## config.mk

```make
export PLATFORM = sky130hd
export DESIGN_NAME = event_indicator
export DESIGN_NICKNAME = d
export VERILOG_FILES = /design/src/rtl/event_indicator_pkg.sv /design/src/rtl/event_indicator_cycle_timer.sv /design/src/rtl/event_indicator.sv
export SDC_FILE = /design/constraint.sdc
export NUM_CORES = 1
export LEC_CHECK = 0
export ABC_AREA = 1
export CORE_AREA = 2 2 39 41
export DETAILED_ROUTE_END_ITERATION = 10
export DIE_AREA = 0 0 41 43
export GPL_ROUTABILITY_DRIVEN = 0
export PLACE_DENSITY_LB_ADDON = 0.08
export SYNTH_ARGS = -nofsm -noshare
export SYNTH_HDL_FRONTEND = slang
export SYNTH_SLANG_ARGS = --single-unit
```

## constraint.sdc

```tcl
create_clock -name clk -period 1.4 [get_ports clk]
set_input_delay 0.28 -clock clk [delete_from_list [all_inputs] [get_ports clk]]
set_output_delay 0.28 -clock clk [all_outputs]
set_load 0.05 [all_outputs]
```

## src/rtl/event_indicator_pkg.sv

```systemverilog
// rtl/event_indicator_pkg.sv - shared states, default constants and width helper for event_indicator
package event_indicator_pkg;

  typedef enum logic [1:0] {
    IDLE = 2'd0,
    ON   = 2'd1,
    GAP  = 2'd2
  } state_t;

  localparam int DEF_ON_CYCLES   = 4;
  localparam int DEF_GAP_CYCLES  = 2;
  localparam int DEF_MAX_PENDING = 3;

  function automatic int max_int(input int a, input int b);
    return (a > b) ? a : b;
  endfunction

endpackage

```

## src/rtl/event_indicator_cycle_timer.sv

```systemverilog
// rtl/event_indicator_cycle_timer.sv - loadable down-counter that flags its final cycle
module cycle_timer #(
  parameter int TW = 3
) (
  input  logic          clk,
  input  logic          rst,
  input  logic          load,
  input  logic [TW-1:0] load_value,
  input  logic          enable,
  output logic          done
);

  logic [TW-1:0] count;

  // Reload wins over counting; the count parks at zero until the next load.
  always_ff @(posedge clk) begin
    if (rst) begin
      count <= '0;
    end else if (load) begin
      count <= load_value;
    end else if (enable && (count != '0)) begin
      count <= count - 1'b1;
    end
  end

  assign done = (count == '0);

endmodule

```

## src/rtl/event_indicator.sv

```systemverilog
// rtl/event_indicator.sv - stretches one-cycle event strobes into LED blinks with a dark gap
module event_indicator
  import event_indicator_pkg::*;
#(
  parameter  int ON_CYCLES   = DEF_ON_CYCLES,
  parameter  int GAP_CYCLES  = DEF_GAP_CYCLES,
  parameter  int MAX_PENDING = DEF_MAX_PENDING,
  localparam int TW          = $clog2(max_int(ON_CYCLES, GAP_CYCLES) + 1),
  localparam int PW          = $clog2(MAX_PENDING + 1)
) (
  input  logic          clk,
  input  logic          rst,
  input  logic          pulse_in,
  input  logic          clr_ovf,
  output logic          led,
  output logic          busy,
  output logic [PW-1:0] pending,
  output logic          overflow
);

  localparam logic [TW-1:0] ON_LOAD  = TW'(ON_CYCLES - 1);
  localparam logic [TW-1:0] GAP_LOAD = TW'(GAP_CYCLES - 1);
  localparam logic [PW-1:0] PEND_MAX = PW'(MAX_PENDING);

  state_t        state;
  state_t        state_nx;
  logic          tmr_load;
  logic [TW-1:0] tmr_value;
  logic          tmr_done;

  logic final_gap;
  logic queue_evt;
  logic pend_full;
  logic pend_inc;
  logic pend_dec;
  logic drop_evt;

  cycle_timer #(
    .TW(TW)
  ) u_timer (
    .clk       (clk),
    .rst       (rst),
    .load      (tmr_load),
    .load_value(tmr_value),
    .enable    (state != IDLE),
    .done      (tmr_done)
  );

  // A pulse in the last gap cycle starts the next blink directly, so only
  // pulses seen during ON or the earlier gap cycles go through the queue.
  assign final_gap = (state == GAP) && tmr_done;
  assign queue_evt = pulse_in && ((state == ON) || ((state == GAP) && !tmr_done));
  assign pend_full = (pending == PEND_MAX);
  assign pend_inc  = queue_evt && !pend_full;
  assign drop_evt  = queue_evt && pend_full;
  // When a queued blink starts and a fresh pulse arrives together, the fresh
  // pulse takes the freed slot and the count stays put.
  assign pend_dec  = final_gap && (pending != '0) && !pulse_in;

  // Next-state and timer reload decisions.
  always_comb begin
    state_nx  = state;
    tmr_load  = 1'b0;
    tmr_value = '0;
    case (state)
      IDLE: begin
        if (pulse_in) begin
          state_nx  = ON;
          tmr_load  = 1'b1;
          tmr_value = ON_LOAD;
        end
      end
      ON: begin
        if (tmr_done) begin
          state_nx  = GAP;
          tmr_load  = 1'b1;
          tmr_value = GAP_LOAD;
        end
      end
      GAP: begin
        if (tmr_done) begin
          if ((pending != '0) || pulse_in) begin
            state_nx  = ON;
            tmr_load  = 1'b1;
            tmr_value = ON_LOAD;
          end else begin
            state_nx = IDLE;
          end
        end
      end
      default: state_nx = IDLE;
    endcase
  end

  // State register.
  always_ff @(posedge clk) begin
    if (rst) begin
      state <= IDLE;
    end else begin
      state <= state_nx;
    end
  end

  // LED and busy are registered copies of the state they decode.
  always_ff @(posedge clk) begin
    if (rst) begin
      led  <= 1'b0;
      busy <= 1'b0;
    end else begin
      led  <= (state_nx == ON);
      busy <= (state_nx != IDLE);
    end
  end

  // Saturating count of events still waiting for their blink.
  always_ff @(posedge clk) begin
    if (rst) begin
      pending <= '0;
    end else if (pend_inc) begin
      pending <= pending + 1'b1;
    end else if (pend_dec) begin
      pending <= pending - 1'b1;
    end
  end

  // Sticky drop flag; a new drop beats a clear in the same cycle.
  always_ff @(posedge clk) begin
    if (rst) begin
      overflow <= 1'b0;
    end else if (drop_evt) begin
      overflow <= 1'b1;
    end else if (clr_ovf) begin
      overflow <= 1'b0;
    end
  end

endmodule
```

Word level (Yosys, flattened, before mapping)

Index checks and enable logic that the tools add are counted.

Bitwise operators: 0
Eq/ne operators: 4
Shift-type cells: 0
$add $sub $neg: 3
Multiplexer cells: 21
Reduce and logical (&&, ||, !) cells: 22
Multipliers: 0
Divide/modulo/power cells: 0
Order comparisons: 0

Operator list:

| cell                                                                | number |
|---|---|
| 2-bit 2-to-1 mux                                                    | 8 |
| 2-bit one-hot mux with 3 select lines                               | 2 |
| 2-bit nonzero test                                                  | 6 |
| 1-bit logical AND                                                   | 8 |
| 1-bit 2-to-1 mux                                                    | 8 |
| 3-bit 2-to-1 mux                                                    | 2 |
| 2-bit by 1-bit == test with 1-bit output (second input constant)    | 2 |
| 2-bit == test (second input constant)                               | 2 |
| 1-bit logical NOT                                                   | 3 |
| 3-bit logical NOT                                                   | 1 |
| 1-bit one-hot mux with 3 select lines                               | 1 |
| 3-bit nonzero test                                                  | 1 |
| 3-bit by 1-bit subtractor with 3-bit output (second input constant) | 1 |
| 2-bit by 1-bit adder with 2-bit output (second input constant)      | 1 |
| 2-bit logical NOT                                                   | 1 |
| 1-bit logical OR                                                    | 2 |
| 2-bit by 1-bit subtractor with 2-bit output (second input constant) | 1 |

Bits of input ports: 4
Output and inout bits: 5
Bits in latches: 0
ROM bits: 0
Memories: 0
RAM bits: 0
Word-level logic and storage cells: 56
Register bits: 10

Depth between registers and ports, before layout

Word-level depth: 7
Gate-level depth with buffers: 10
Mapped depth without buffers: 10

Modules after synthesis

From an unflattened synthesis, not the netlist that was laid out.

Cells, all modules: 89
Area total of the unflattened synthesis: 559.3 um2

Modules (own cells, without submodules):

| module          | instances | area each (um2) | cells an instance | seq. area each (um2) |
|---|---|---|---|---|
| event_indicator | 1         | 357.8           | 55                | 140.1 |
| cycle_timer     | 1         | 201.4           | 34                | 60.1 |

Least setup slack after synthesis

Ideal clock, no wire load.

Path kind: register -> register
Start: reg pending[0]
End: reg u_timer.count[2]
Period minus slack after synthesis: 1371 ps
Arrival: 1255 ps
Data required time: 1285 ps
Stages on the path, launching flop included: 7
Slack: 29 ps
Setup time: 115 ps
Path buffers: 0
Path through: dfxtp_1 > nor2_1 > nand2_1 > nand3_1 > nand2_2 > nor2_1 > and3_1

Word-level cells in the longest chain between the ends: 6
Elaborated cells between the ends (all ways): 7
Those cells by class: mux (4); reduce/logical (3)

Ends and longest elaborated chain:

| element                                                       | line                              | RTL |
|---|---|---|
| from (decl)                                                   | event_indicator.sv:17             | `output logic [PW-1:0] pending,` |
| from (signal assigned)                                        | event_indicator.sv:120            | `pending <= pending + 1'b1;` |
| from (signal assigned)                                        | event_indicator.sv:122            | `pending <= pending - 1'b1;` |
| 2-bit nonzero test *                                          | event_indicator.sv:82             | `if ((pending != '0) \|\| pulse_in) begin` |
| 1-bit logical OR *                                            | event_indicator.sv:82             |  |
| 1-bit 2-to-1 mux *                                            | event_indicator.sv:82             |  |
| 1-bit 2-to-1 mux *                                            | event_indicator.sv:81             | `if (tmr_done) begin` |
| 1-bit one-hot mux with 3 select lines *                       | event_indicator.sv:65             | `case (state)` |
| 3-bit 2-to-1 mux / 2-bit nonzero test (equally long branches) | --                                |  |
| to (signal assigned)                                          | event_indicator_cycle_timer.sv:20 | `count <= load_value;` |
| to (signal assigned)                                          | event_indicator_cycle_timer.sv:22 | `count <= count - 1'b1;` |
| to (decl)                                                     | event_indicator_cycle_timer.sv:13 | `logic [TW-1:0] count;` |

Every way passes the cells marked *; elsewhere a longest branch is shown, timed or not.
A chain may end at the register's enable or synchronous reset.

Worst setup path after layout

Start: reg u_timer.count[0]
End: reg busy

Word-level cells in the longest chain between the ends: 4
Elaborated cells between the ends (all ways): 5
Those cells by class: mux (3); reduce/logical (2)

Ends and longest elaborated chain:

| element                                    | line                                         | RTL |
|---|---|---|
| 3-bit logical NOT *                        | event_indicator_cycle_timer.sv:26            | `assign done = (count == '0);` |
| 2-bit 2-to-1 mux, on equally long branches | event_indicator.sv:81, event_indicator.sv:74 |  |
| 2-bit one-hot mux with 3 select lines *    | event_indicator.sv:65                        |  |
| 2-bit nonzero test *                       | event_indicator.sv:111                       | `busy <= (state_nx != IDLE);` |
| to (signal assigned)                       | event_indicator.sv:111                       |  |
| to (decl)                                  | event_indicator.sv:16                        | `output logic busy,` |

Marked as above.

==> key figures <==
Outcome
  – Status: finished clean

STA
  – Slew HR: 0.846
  – Hold Vio Cnt, Final: 0
  – Fin crit period: 1.28 ns
  – Final WS setup: 0.125 ns
  – Final Skew: 0.00480 ns
  – Final Max Slew Viols: 0
  – Fin crit share: 0.911
  – Final setup violation count: 0
  – FMAX: 784 MHz
  – RSZ-0062 raised after global routing: no
  – Worst-Margin Slew: 0.229 ns

Power
  – Worst IR Drop VDD: 789 uV
  – Power Density: 1460 mW/mm^2
  – Switch Pwr: 404 uW
  – Pint: 685 uW
  – Total power: 1.09 mW
  – Comb power frac: 0.426
  – Leakage: 0.354 nW
  – Sequential power share: 0.340
  – Clock Power Share: 0.234
  – Switch share: 0.371

Layout
  – Final core utilization: 0.540
  – Area Growth Syn to Fin: 42.8%
  – Share of post-route cells with drive strength above 1: 0.272
  – Final #Nets: 99
  – Diodes inserted: 0

Placement
  – Dpl ws: -0.0308 ns
  – Port Buffer Count: 8
  – Post-DP HPWL: 797 um

Clock network
  – Clock transition at the registers of the reported paths: 0.07 ns
  – Clk_lat worst skew: 0.26 ns
  – CTS tree: built
  – H-tree depth: 1
  – Setup bufs post-CTS: 0
  – Clk sinks: 10
  – Clock Tree Root: clkbuf_4
  – CTS buffer count: 3
  – Hold Buf Count CTS: 0
  – CTS Buffer Depth: 2

Global route
  – Total grt overflow: 0
  – Antenna violations before repair: 0
  – Gr usage total: 0.145
  – Pin count of the biggest net entering global routing: 7
  – Number of global-route vias before repair: 443
  – Global-route wire length before repair: 1.75 mm

Route
  – Total wire length: 996 um
  – Post-DR vias/cell: 4.39
  – Routed wire per std cell: 9.22 um
  – Antenna-violating nets left: 0
  – DRC: 0
  – DRT iter0 DRCs: 5
  – First-pass iteration count of the detailed router: 4
  – Vias: 474

Yosys
  – Avg Cell Area, Syn: 6.88 um^2
  – Seq/Total Area, Yosys: 0.383
  – Yosys warns: 0
  – Syn_nets: 82
  – Distinct cells, synth: 17
  – Cell area after synthesis: 523 um^2
  – Flops & latches, synth: 10
  – Synth Instances: 76

Floorplan
  – Die height: 43 um
  – Die area: 0.00176 mm^2
  – Starting Density: 0.378
  – Core Region: 0.00138 mm^2
  – Site row count: 14
  – Die X-Extent: 41 um
  – I/O pin total: 9

Run
  – Max-cap violations: 0

Critical path
  – Startpoint Class: flop
  – FF-to-FF Start: u_timer.count[0]
  – Crit Path Max Fanout: 4
  – Crit path kind: flop to flop
  – Worst path arrival time: 1.42 ns
  – CP Capture Type: flop
  – Worst EP required: 1.54 ns
  – FF-to-FF setup slack: 0.12 ns
  – Worst setup startpoint: u_timer.count[0]

Hold path
  – Hold Crit Start: u_timer.count[1]
  – Worst Hold Class: flop to flop
## sequential cells by signal, indices dropped and copies added, names as in the netlist
| name | cells |
|---|---|
| u_timer.count | 3 |
| overflow | 1 |
| state | 2 |
| pending | 2 |
| led | 1 |
| busy | 1 |
## layout make-up
cell class,count,area (um^2)
timing repair buffer,12,160
sequential,10,200
fill,138,637
tap,16,20.0
clock buffer,4,36.3
inverter,14,52.6
multi-input combinational,52,278
## synth_stat cells
cell type	count	share of area
ha_1	2	0.048
a31oi_1	1	0.012
a21oi_1	4	0.038
dfxtp_1	10	0.38
inv_1	12	0.086
nand2_1	11	0.079
o21ai_2	1	0.017
nand4_1	3	0.036
nand2_2	3	0.036
inv_2	2	0.014
nand3_1	5	0.048
nor2_2	3	0.036
and3_1	1	0.012
xor2_1	1	0.017
nor2_1	13	0.093
o21ai_0	3	0.029
a21oi_2	1	0.017
## critical path, cell delays in order (launching register included)
cell and delay, ns:
dfxtp_1 0.33, inv_2 0.05, ha_2 0.19, inv_1 0.09, nor2_4 0.05, nand3_1 0.11, nand2_2 0.08, o21ai_2 0.15
o21ai_0 0.11
## power by group through the flow
stage          registers (mW)  clock network, mW  logic, mW
6_report                0.371              0.255      0.463
5_1_grt                 0.375              0.281      0.521
4_1_cts                 0.368              0.270      0.451
3_5_place_dp            0.374                  0      0.449
3_3_place_gp            0.373                  0      0.453
2_1_floorplan           0.426                  0      0.245
## path summary, 6_finish.rpt
| path | to | depth (start not counted) |
|---|---|---|
| worst min register to register | u_timer.count[1] | 2 |
| worst max-delay path | busy | 8 |
| worst max register to register | busy | 8 |
| worst min-delay path | u_timer.count[1] | 2 |
## metal layers
layer,global-route usage,routed length (um),up-vias
met1,0.201,525,194
met5,0,0,-
met3,0.0209,29,2
li1,-,-,274
met4,0.100,10,0
met2,0.197,430,4
## kinds of logic after synthesis
logic type / after synthesis / synth area share
compound gates: 10 / 0.112
xor+xnor: 1 / 0.0167
buf+inv: 14 / 0.100
simple gates: 39 / 0.340
fa+ha+maj: 2 / 0.0478
flops: 10 / 0.383
## repair_timing
action / 4_1_cts / 5_1_grt
resized for setup: 0 / 4
hold endpoints to repair: 0 / 0
endpoints found under the setup margin: 0 / 5
## placed cells by master (no fill, tap or decap)
cell type,count
nand3_1,5
nand4_1,3
a21oi_2,1
clkbuf_8,1
nand2_1,11
o21ai_0,2
xor2_1,1
ha_1,1
o21ai_1,1
buf_4,4
nor2_1,13
a21oi_1,4
a31oi_1,1
clkbuf_4,3
nor2_4,1
o21ai_2,1
inv_1,11
clkdlybuf4s50_1,3
dfxtp_1,10
and3_1,1
nor2_2,2
buf_12,5
inv_2,3
ha_2,1
nand2_2,3
## through the flow
stage / instances / TNS (ns) / area [um^2] / hold slack [ns]
final: 108 / 0 / 747 / 0.486
after detailed placement: 104 / -0.0308 / 703 / 0.479
after global placement: 104 / -0.0306 / 703 / 0.469
after floorplan: 76 / 0 / 523 / 0.349
after global routing: 108 / 0 / 747 / 0.533
after CTS: 108 / 0 / 739 / 0.488
Power figures use the tool's default switching activity.
